### config.mk
export PLATFORM = sky130hd
export DESIGN_NAME = vis_unpacker_flat
export DESIGN_NICKNAME = d
export VERILOG_FILES = /design/src/rtl/vis_unpacker_pkg.sv /design/src/rtl/vis_unpacker_if.sv /design/src/rtl/vis_unpacker.sv /design/src/flat_wrapper.sv
export SDC_FILE = /design/constraint.sdc
export NUM_CORES = 1
export LEC_CHECK = 0
export ABC_AREA = 1
export CAP_MARGIN = 30
export CORE_MARGIN = 3
export CORE_UTILIZATION = 35
export CTS_CLUSTER_SIZE = 14
export DETAILED_ROUTE_END_ITERATION = 12
export PLACE_DENSITY_LB_ADDON = 0.08
export SYNTH_ARGS = -nofsm -noshare
export SYNTH_HDL_FRONTEND = slang
export SYNTH_SLANG_ARGS = --single-unit
### constraint.sdc
create_clock -name clock -period 2.1 [get_ports clock]
set_clock_uncertainty 0.15 [all_clocks]
set_input_delay 0.42 -clock clock [delete_from_list [all_inputs] [get_ports clock]]
set_output_delay 0.42 -clock clock [all_outputs]
set_load 0.01 [all_outputs]
### src/rtl/vis_unpacker_pkg.sv
// vis_pkg: shared state encoding and default sizing for the visibility unpacker.
package vis_pkg;

  localparam int ACCUM_DEF = 32;
  localparam int NVIS_DEF  = 8;

  localparam logic [0:0] ST_FILL = 1'b0;
  localparam logic [0:0] ST_DROP = 1'b1;

endpackage

### src/rtl/vis_unpacker_if.sv
// vis_unpacker_if: byte-in / complex-word-out stream bundle for vis_unpacker.
interface vis_unpacker_if
  import vis_pkg::*;
#(
  parameter int ACCUM = ACCUM_DEF
);
  logic             s_tvalid;
  logic             s_tready;
  logic             s_tkeep;
  logic             s_tlast;
  logic [7:0]       s_tdata;
  logic             m_tvalid;
  logic             m_tready;
  logic             m_tlast;
  logic [ACCUM-1:0] m_revis;
  logic [ACCUM-1:0] m_imvis;

  modport slave (
    input  s_tvalid, s_tkeep, s_tlast, s_tdata, m_tready,
    output s_tready, m_tvalid, m_tlast, m_revis, m_imvis
  );

  modport master (
    output s_tvalid, s_tkeep, s_tlast, s_tdata, m_tready,
    input  s_tready, m_tvalid, m_tlast, m_revis, m_imvis
  );
endinterface

### src/rtl/vis_unpacker.sv
// vis_unpacker: assembles little-endian bytes into {revis, imvis} words and counts frames.
// Framing checks (short word, frame length) are compiled in with VIS_UNPACK_CHECK_EN.
module vis_unpacker
  import vis_pkg::*;
#(
  parameter int ACCUM = ACCUM_DEF,
  parameter int NVIS  = NVIS_DEF,
  parameter int FBITS = 16
) (
  input  logic             clock,
  input  logic             reset,
  vis_unpacker_if.slave    bus,
  output logic [FBITS-1:0] frame_cnt_o,
  output logic             err_short_o,
  output logic             err_len_o
);
  localparam int WBITS = 2 * ACCUM;
  localparam int NB    = WBITS / 8;
  localparam int BW    = (NB > 1) ? $clog2(NB) : 1;

  if (ACCUM < 8 || (ACCUM % 4) != 0 || NVIS < 1) begin : g_bad_cfg
    $error("vis_unpacker: unsupported ACCUM/NVIS");
  end

  logic [0:0]       state_q, state_d;
  logic [BW-1:0]    idx_q, idx_d;
  logic [WBITS-1:0] asm_q, asm_d;
  logic [WBITS-1:0] word_q, word_d;
  logic             m_valid_q, m_valid_d;
  logic             m_last_q, m_last_d;
  logic [FBITS-1:0] fc_q, fc_d;
  logic [WBITS-1:0] shifted;
  logic             s_fire, m_fire;

`ifdef VIS_UNPACK_CHECK_EN
  localparam int WIW = (NVIS > 1) ? $clog2(NVIS) : 1;
  logic [WIW-1:0] wi_q, wi_d;
  logic           es_q, es_d;
  logic           el_q, el_d;
`endif

  assign bus.s_tready = !m_valid_q || bus.m_tready;
  assign s_fire       = bus.s_tvalid && bus.s_tready;
  assign m_fire       = m_valid_q && bus.m_tready;
  // Bytes enter at the top; after NB shifts byte 0 sits in the low lane.
  assign shifted      = {bus.s_tdata, asm_q[WBITS-1:8]};

  always_comb begin
    state_d   = state_q;
    idx_d     = idx_q;
    asm_d     = asm_q;
    word_d    = word_q;
    m_valid_d = m_valid_q;
    m_last_d  = m_last_q;
    fc_d      = fc_q;
`ifdef VIS_UNPACK_CHECK_EN
    wi_d      = wi_q;
    es_d      = es_q;
    el_d      = el_q;
`endif
    if (m_fire) begin
      m_valid_d = 1'b0;
      if (m_last_q) fc_d = fc_q + FBITS'(1);
    end
    if (s_fire) begin
      if (state_q == ST_DROP) begin
        if (bus.s_tlast) state_d = ST_FILL;
      end else if (bus.s_tkeep && idx_q == BW'(NB - 1)) begin
        word_d    = shifted;
        m_valid_d = 1'b1;
        m_last_d  = bus.s_tlast;
        idx_d     = '0;
`ifdef VIS_UNPACK_CHECK_EN
        if (bus.s_tlast) begin
          el_d = el_q | (wi_q != WIW'(NVIS - 1));
          wi_d = '0;
        end else if (wi_q == WIW'(NVIS - 1)) begin
          el_d    = 1'b1;
          state_d = ST_DROP;
          wi_d    = '0;
        end else begin
          wi_d = wi_q + WIW'(1);
        end
`endif
      end else if (bus.s_tlast) begin
        // A frame ending mid-word abandons the partial word.
        idx_d = '0;
`ifdef VIS_UNPACK_CHECK_EN
        es_d = es_q | bus.s_tkeep;
        wi_d = '0;
`endif
      end else if (bus.s_tkeep) begin
        asm_d = shifted;
        idx_d = idx_q + BW'(1);
      end
    end
  end

  always_ff @(posedge clock) begin
    if (reset) begin
      state_q   <= ST_FILL;
      idx_q     <= '0;
      asm_q     <= '0;
      word_q    <= '0;
      m_valid_q <= 1'b0;
      m_last_q  <= 1'b0;
      fc_q      <= '0;
`ifdef VIS_UNPACK_CHECK_EN
      wi_q      <= '0;
      es_q      <= 1'b0;
      el_q      <= 1'b0;
`endif
    end else begin
      state_q   <= state_d;
      idx_q     <= idx_d;
      asm_q     <= asm_d;
      word_q    <= word_d;
      m_valid_q <= m_valid_d;
      m_last_q  <= m_last_d;
      fc_q      <= fc_d;
`ifdef VIS_UNPACK_CHECK_EN
      wi_q      <= wi_d;
      es_q      <= es_d;
      el_q      <= el_d;
`endif
    end
  end

  assign bus.m_tvalid = m_valid_q;
  assign bus.m_tlast  = m_last_q;
  assign bus.m_revis  = word_q[WBITS-1:ACCUM];
  assign bus.m_imvis  = word_q[ACCUM-1:0];
  assign frame_cnt_o  = fc_q;

`ifdef VIS_UNPACK_CHECK_EN
  assign err_short_o = es_q;
  assign err_len_o   = el_q;
`else
  assign err_short_o = 1'b0;
  assign err_len_o   = 1'b0;
`endif

endmodule

### src/flat_wrapper.sv
// flat-port wrapper written by rule: the top's interface ports become plain ports
module vis_unpacker_flat import vis_pkg::*;
#(
  parameter int ACCUM = ACCUM_DEF,
  parameter int NVIS  = NVIS_DEF,
  parameter int FBITS = 16
)
  (clock, reset, frame_cnt_o, err_short_o, err_len_o, bus_s_tvalid, bus_s_tkeep, bus_s_tlast, bus_s_tdata, bus_m_tready, bus_s_tready, bus_m_tvalid, bus_m_tlast, bus_m_revis, bus_m_imvis);
  vis_unpacker_if #(.ACCUM(ACCUM)) bus_i ();
  input  logic clock;
  input  logic reset;
  output logic [FBITS-1:0] frame_cnt_o;
  output logic err_short_o;
  output logic err_len_o;
  input wire logic [$bits(bus_i.s_tvalid)-1:0] bus_s_tvalid;
  input wire logic [$bits(bus_i.s_tkeep)-1:0] bus_s_tkeep;
  input wire logic [$bits(bus_i.s_tlast)-1:0] bus_s_tlast;
  input wire logic [$bits(bus_i.s_tdata)-1:0] bus_s_tdata;
  input wire logic [$bits(bus_i.m_tready)-1:0] bus_m_tready;
  output wire logic [$bits(bus_i.s_tready)-1:0] bus_s_tready;
  output wire logic [$bits(bus_i.m_tvalid)-1:0] bus_m_tvalid;
  output wire logic [$bits(bus_i.m_tlast)-1:0] bus_m_tlast;
  output wire logic [$bits(bus_i.m_revis)-1:0] bus_m_revis;
  output wire logic [$bits(bus_i.m_imvis)-1:0] bus_m_imvis;
  assign bus_i.s_tvalid = bus_s_tvalid;
  assign bus_i.s_tkeep = bus_s_tkeep;
  assign bus_i.s_tlast = bus_s_tlast;
  assign bus_i.s_tdata = bus_s_tdata;
  assign bus_i.m_tready = bus_m_tready;
  assign bus_s_tready = bus_i.s_tready;
  assign bus_m_tvalid = bus_i.m_tvalid;
  assign bus_m_tlast = bus_i.m_tlast;
  assign bus_m_revis = bus_i.m_revis;
  assign bus_m_imvis = bus_i.m_imvis;
  vis_unpacker #(.ACCUM(ACCUM), .NVIS(NVIS), .FBITS(FBITS)) u_core (.clock(clock), .reset(reset), .bus(bus_i), .frame_cnt_o(frame_cnt_o), .err_short_o(err_short_o), .err_len_o(err_len_o));
endmodule
## After elaboration in Yosys (flattened, before gate mapping)

Cells that the tools add are included.

| cells by class | value |
|---|---|
| reduce and logical (&&, ||, !) cells | 10 |
| eq/ne operators | 1 |
| bitwise logic cells | 3 |
| $add $sub $neg | 2 |
| multiplexer cells | 9 |

Operators with widths:

| operator | number |
|---|---|
| $add A16 B1 Y16 const B | 1 |
| $mux W3 | 3 |
| $mux W1 | 6 |
| $reduce_and A3 Y1 | 2 |
| $reduce_and A5 Y1 | 1 |
| $add A3 B1 Y3 const B | 1 |
| $eq A3 B3 Y1 const B | 1 |
| $logic_and A1 B1 Y1 | 3 |
| $not A1 Y1 | 3 |
| $reduce_bool A3 Y1 | 1 |
| $reduce_and A2 Y1 | 1 |
| $logic_not A1 Y1 | 1 |
| $logic_or A1 B1 Y1 | 1 |

| storage, ports and cells | value |
|---|---|
| input bits | 14 |
| output and inout bits | 85 |
| logic and storage cells | 32 |
| bits in registers | 150 |

## Longest topological paths before layout

Gate-level depths: netlist of run 1.

| depth | value |
|---|---|
| word-level depth | 5 |
| depth in mapped cells | 9 |
| gate-level depth less buffers | 8 |

## Least setup slack after synthesis of run 1

No wires, ideal clock.

| timing | value |
|---|---|
| path kind | reg-to-reg |
| from | reg u_core.idx_q[0] |
| to | reg u_core.word_q[53] |
| setup time | 0.070 ns |
| slack | 0.416 ns |
| cell stages (with the launch flop) | 9 |
| required time | 1.880 ns |
| arrival | 1.464 ns |
| period minus slack after synthesis | 1.684 ns |
| path buffers | 2 |
| path through | dfxtp_1 ha_1 ha_1 nand2_1 nor2_1 buf_4 clkbuf_1 nand3_1 a21oi_1 |

| between the ends | value |
|---|---|
| cells in the longest elaborated chain, start to end | 3 |

Ends and longest elaborated chain:

| element | line | text |
|---|---|---|
| start: declaration | vis_unpacker.sv:26 | `logic [BW-1:0] idx_q, idx_d;` |
| start signal: assignment | vis_unpacker.sv:115 | `idx_q <= idx_d;` |
| $eq A3 B3 Y1 | vis_unpacker.sv:68 | `end else if (bus.s_tkeep && idx_q == BW'(NB - 1)) begin` |
| $logic_and A1 B1 Y1 | vis_unpacker.sv:68 |  |
| $reduce_and A3 Y1 (no line) | -- |  |
| end signal: assignment | vis_unpacker.sv:117 | `word_q <= word_d;` |
| end: declaration | vis_unpacker.sv:28 | `logic [WBITS-1:0] word_q, word_d;` |

No other way between the ends.
A chain may end at the register's enable or synchronous reset.

## Worst setup path in the final report of run 1

| timing | value |
|---|---|
| from | reg u_core.fc_q[3], in the netlist u_core.frame_cnt_o[3] |
| to | out frame_cnt_o[3] |

RTL lines:

| element | line | text |
|---|---|---|
| start: declaration | vis_unpacker.sv:31 | `logic [FBITS-1:0] fc_q, fc_d;` |
| start signal: assignment | vis_unpacker.sv:107 | `fc_q <= '0;` |
| start signal: assignment | vis_unpacker.sv:120 | `fc_q <= fc_d;` |
| end: declaration | flat_wrapper.sv:12 | `output logic [FBITS-1:0] frame_cnt_o;` |

No word-level cell between the ends.

==> impl_metrics.env, run 1 <==
export IMPL_crit_required_ns=1.53
export IMPL_die_w_um=134
export IMPL_hpwl_um=9500
export IMPL_num_rows=46
export IMPL_path_class="register to output pin"
export IMPL_dpl_cell_area_um2=6940
export IMPL_ys_ff_latch=142
export IMPL_synth_top_area_cell="dfxtp_1"
export IMPL_critPathMaxFanout=7
export IMPL_cts_htree_levels=4
export IMPL_ys_types=23
export IMPL_p_total_w=0.00645
export IMPL_drt_wl_total_um=14300
export IMPL_avgRoutedWirePerCell_um=12.7
export IMPL_cp_data_arrival_time_ns=1.44
export IMPL_drtAntennaViolNets=0
export IMPL_outcome="completed"
export IMPL_yosysWarnings=0
export IMPL_drt_initial_drc_count=327
export IMPL_yosysTopAreaCellShare_pct=49.9
export IMPL_p_per_area_nw_per_um2=848
export IMPL_post_route_period_util_pct=95.8
export IMPL_startpoint_type="register"
export IMPL_clkTransAtPathRegs_ns=0.06
export IMPL_fill_cells=1623
export IMPL_synthTopCellsByArea="dfxtp_1, nand2_1, nor2_1"
export IMPL_vias_per_cell=4.56
export IMPL_antennaDiodeCount=0
export IMPL_cts_setup_buffers=0
export IMPL_die_area_um2=17900
export IMPL_netlist_area_um2=5700
export IMPL_instances_no_fill=1129
export IMPL_cts_tree="done"
export IMPL_ir_drop_mv=0.519
export IMPL_critPathBufInv=1
export IMPL_synth_avg_cell_area_um2=7.02
export IMPL_min_period_ns=2.01
export IMPL_fp_dieH_um=134
export IMPL_synth_seq_area_share_pct=49.9
export IMPL_synthToLayoutAreaGrowth_pct=33.5
export IMPL_fin_nets=917
export IMPL_placed_cells=1097
export IMPL_cts_sinks=142
export IMPL_cellLeakagePower_nw=2.86
export IMPL_hold_path_class="register to register"
export IMPL_grt_max_degree=74
export IMPL_grt_pass1_wl_um=24100
export IMPL_vias=5143
export IMPL_worstSkewPairLatency_ns=0.41
export IMPL_gr_total_overflow=0
export IMPL_finalSetupViolCount=0
export IMPL_port_buffers=96
export IMPL_root_buffer="clkbuf_16"
export IMPL_finalMaxSlewViolations=0
export IMPL_dr_pass1_iters=4
export IMPL_max_stage_delay_ns=0.59
export IMPL_critPathCaptureType="output pin"
export IMPL_postCtsHoldBufs=0
export IMPL_drc=0
export IMPL_cp_top_family="buffers and inverters"
export IMPL_cp_cell_sequence="clkdlybuf4s50_1"
export IMPL_first_global_vias=4977
export IMPL_rsz0062_at_grt="false"
export IMPL_start_util_pct=35.9
export IMPL_drv_cap=0
export IMPL_layout_drive_gt1_share_pct=6.68
export IMPL_synthCells=812
export IMPL_gp_congestion=0.805
export IMPL_grt_use_total_pct=16.4
export IMPL_fmax_ghz=0.497
export IMPL_cts_resized=2
export IMPL_antenna_found_initial=0
export IMPL_crit_slowest_cell="clkdlybuf4s50_1"
export IMPL_clk_path_buf_depth=2
export IMPL_core_um2=15900
export IMPL_hold_viol_final=0
export IMPL_final_cell_area_um2=7610
export IMPL_io_pins=99
export IMPL_cts_made_buffers=17
## path summary, 6_finish.rpt
path	start	end	slack, ns	depth (start not counted)
setup reg to reg	u_core.idx_q[0]	u_core.asm_q[34]	0.24	9
hold reg to reg	u_core.word_q[21]	u_core.word_q[21]	0.31	2
hold / removal	u_core.word_q[21]	u_core.word_q[21]	0.31	2
setup / recovery	u_core.frame_cnt_o[3]	frame_cnt_o[3]	0.09	1
## synth_stat cells
| cell type | instances |
|---|---|
| nand2_1 | 222 |
| nor2_1 | 148 |
| dfxtp_1 | 142 |
| inv_1 | 77 |
| a21oi_1 | 75 |
| nand3_1 | 75 |
| clkbuf_1 | 25 |
| buf_2 | 13 |
| buf_6 | 6 |
| buf_4 | 4 |
| o21ai_0 | 4 |
| ha_1 | 3 |
| nand4_1 | 3 |
| nor3_1 | 3 |
| buf_1 | 2 |
| nor2_4 | 2 |
| o21bai_1 | 2 |
| and2_1 | 1 |
| clkinv_1 | 1 |
| conb_1 | 1 |
| nor2_2 | 1 |
| o21a_1 | 1 |
| xor2_1 | 1 |
## routing by layer
metal  up-vias  part of all wire, %  track usage [%]
li1       2681                    -                -
met1      2340                   48             21.2
met2       108                   47             27.1
met3        14                  4.3             4.27
met4         0                  1.1             4.74
met5         -                    0                0
## layout make-up
class | instances | area [um^2] | area share, %
Clock buffer | 23 | 508 | 6.68
Clock inverter | 9 | 154 | 2.02
Inverter | 78 | 293 | 3.85
Multi-Input combinational cell | 543 | 2320 | 30.5
Sequential cell | 142 | 2840 | 37.4
Tap cell | 216 | 270 | 3.55
Timing Repair Buffer | 118 | 1220 | 16.0
## cell families after synthesis
family                     synth area share, %
AOI/OAI and AO/OA                         7.33
xor gates and xnor gates                 0.154
adders and majority gates                0.659
buffers and inverters                     9.77
DFF                                       49.9
other                                   0.0658
and+or+nand+nor                           32.2
## cell usage in the layout (no fill, tap or decap)
cell and instances:
nor3_1 3, bufinv_16 4, nor2_4 4, and2_1 1, clkbuf_8 6, buf_12 8, nor2_1 147, xor2_1 1
conb_1 2, o21a_1 1, ha_1 3, nand2_1 221, nand4_1 3, clkdlybuf4s50_1 94, o21ai_0 4, nand2_2 1
nand3_1 75, dfxtp_1 142, buf_4 14, buf_2 1, clkbuf_16 17, inv_2 1, dlygate4sd2_1 1, inv_1 77
clkinvlp_4 2, clkinv_2 2, a21oi_1 75, clkinv_4 1, o21bai_1 2
## report_power, final
part	internal [W]	leakage, nW	total [W]	switching (W)
registers	0.00276	1.15	0.00282	0.0000555
logic	0.000120	1.39	0.000322	0.000203
clock network	0.00218	0.321	0.00331	0.00113
## stage by stage
step	utilization, %	setup TNS (ns)	setup WS [ns]	hold slack [ns]
after detailed placement	43.7	-2.96	-0.0882	0.302
after global placement	43.7	-1.61	-0.0614	0.299
after floorplan	-	0	0.416	0.296
final	47.9	0	0.0874	0.307
after CTS	47.9	0	0.0585	0.310
after global routing	47.9	0	0.0262	0.331
## registers in the layout, summed over array words and instances (netlist names)
register / cells
u_core.asm_q: 56
u_core.bus.m_tlast: 1
u_core.bus.m_tvalid: 1
u_core.frame_cnt_o: 16
u_core.idx_q: 3
u_core.state_q: 1
u_core.word_q: 64
No activity file was read; power rests on OpenSTA's default activity.
==> inputs of run 2 (changes only) <==
Settings changed: SLEW_MARGIN set to 30.
==> results of run 2 <==
Same layout as run 1: the final DEF is identical, and so are final timing and power.
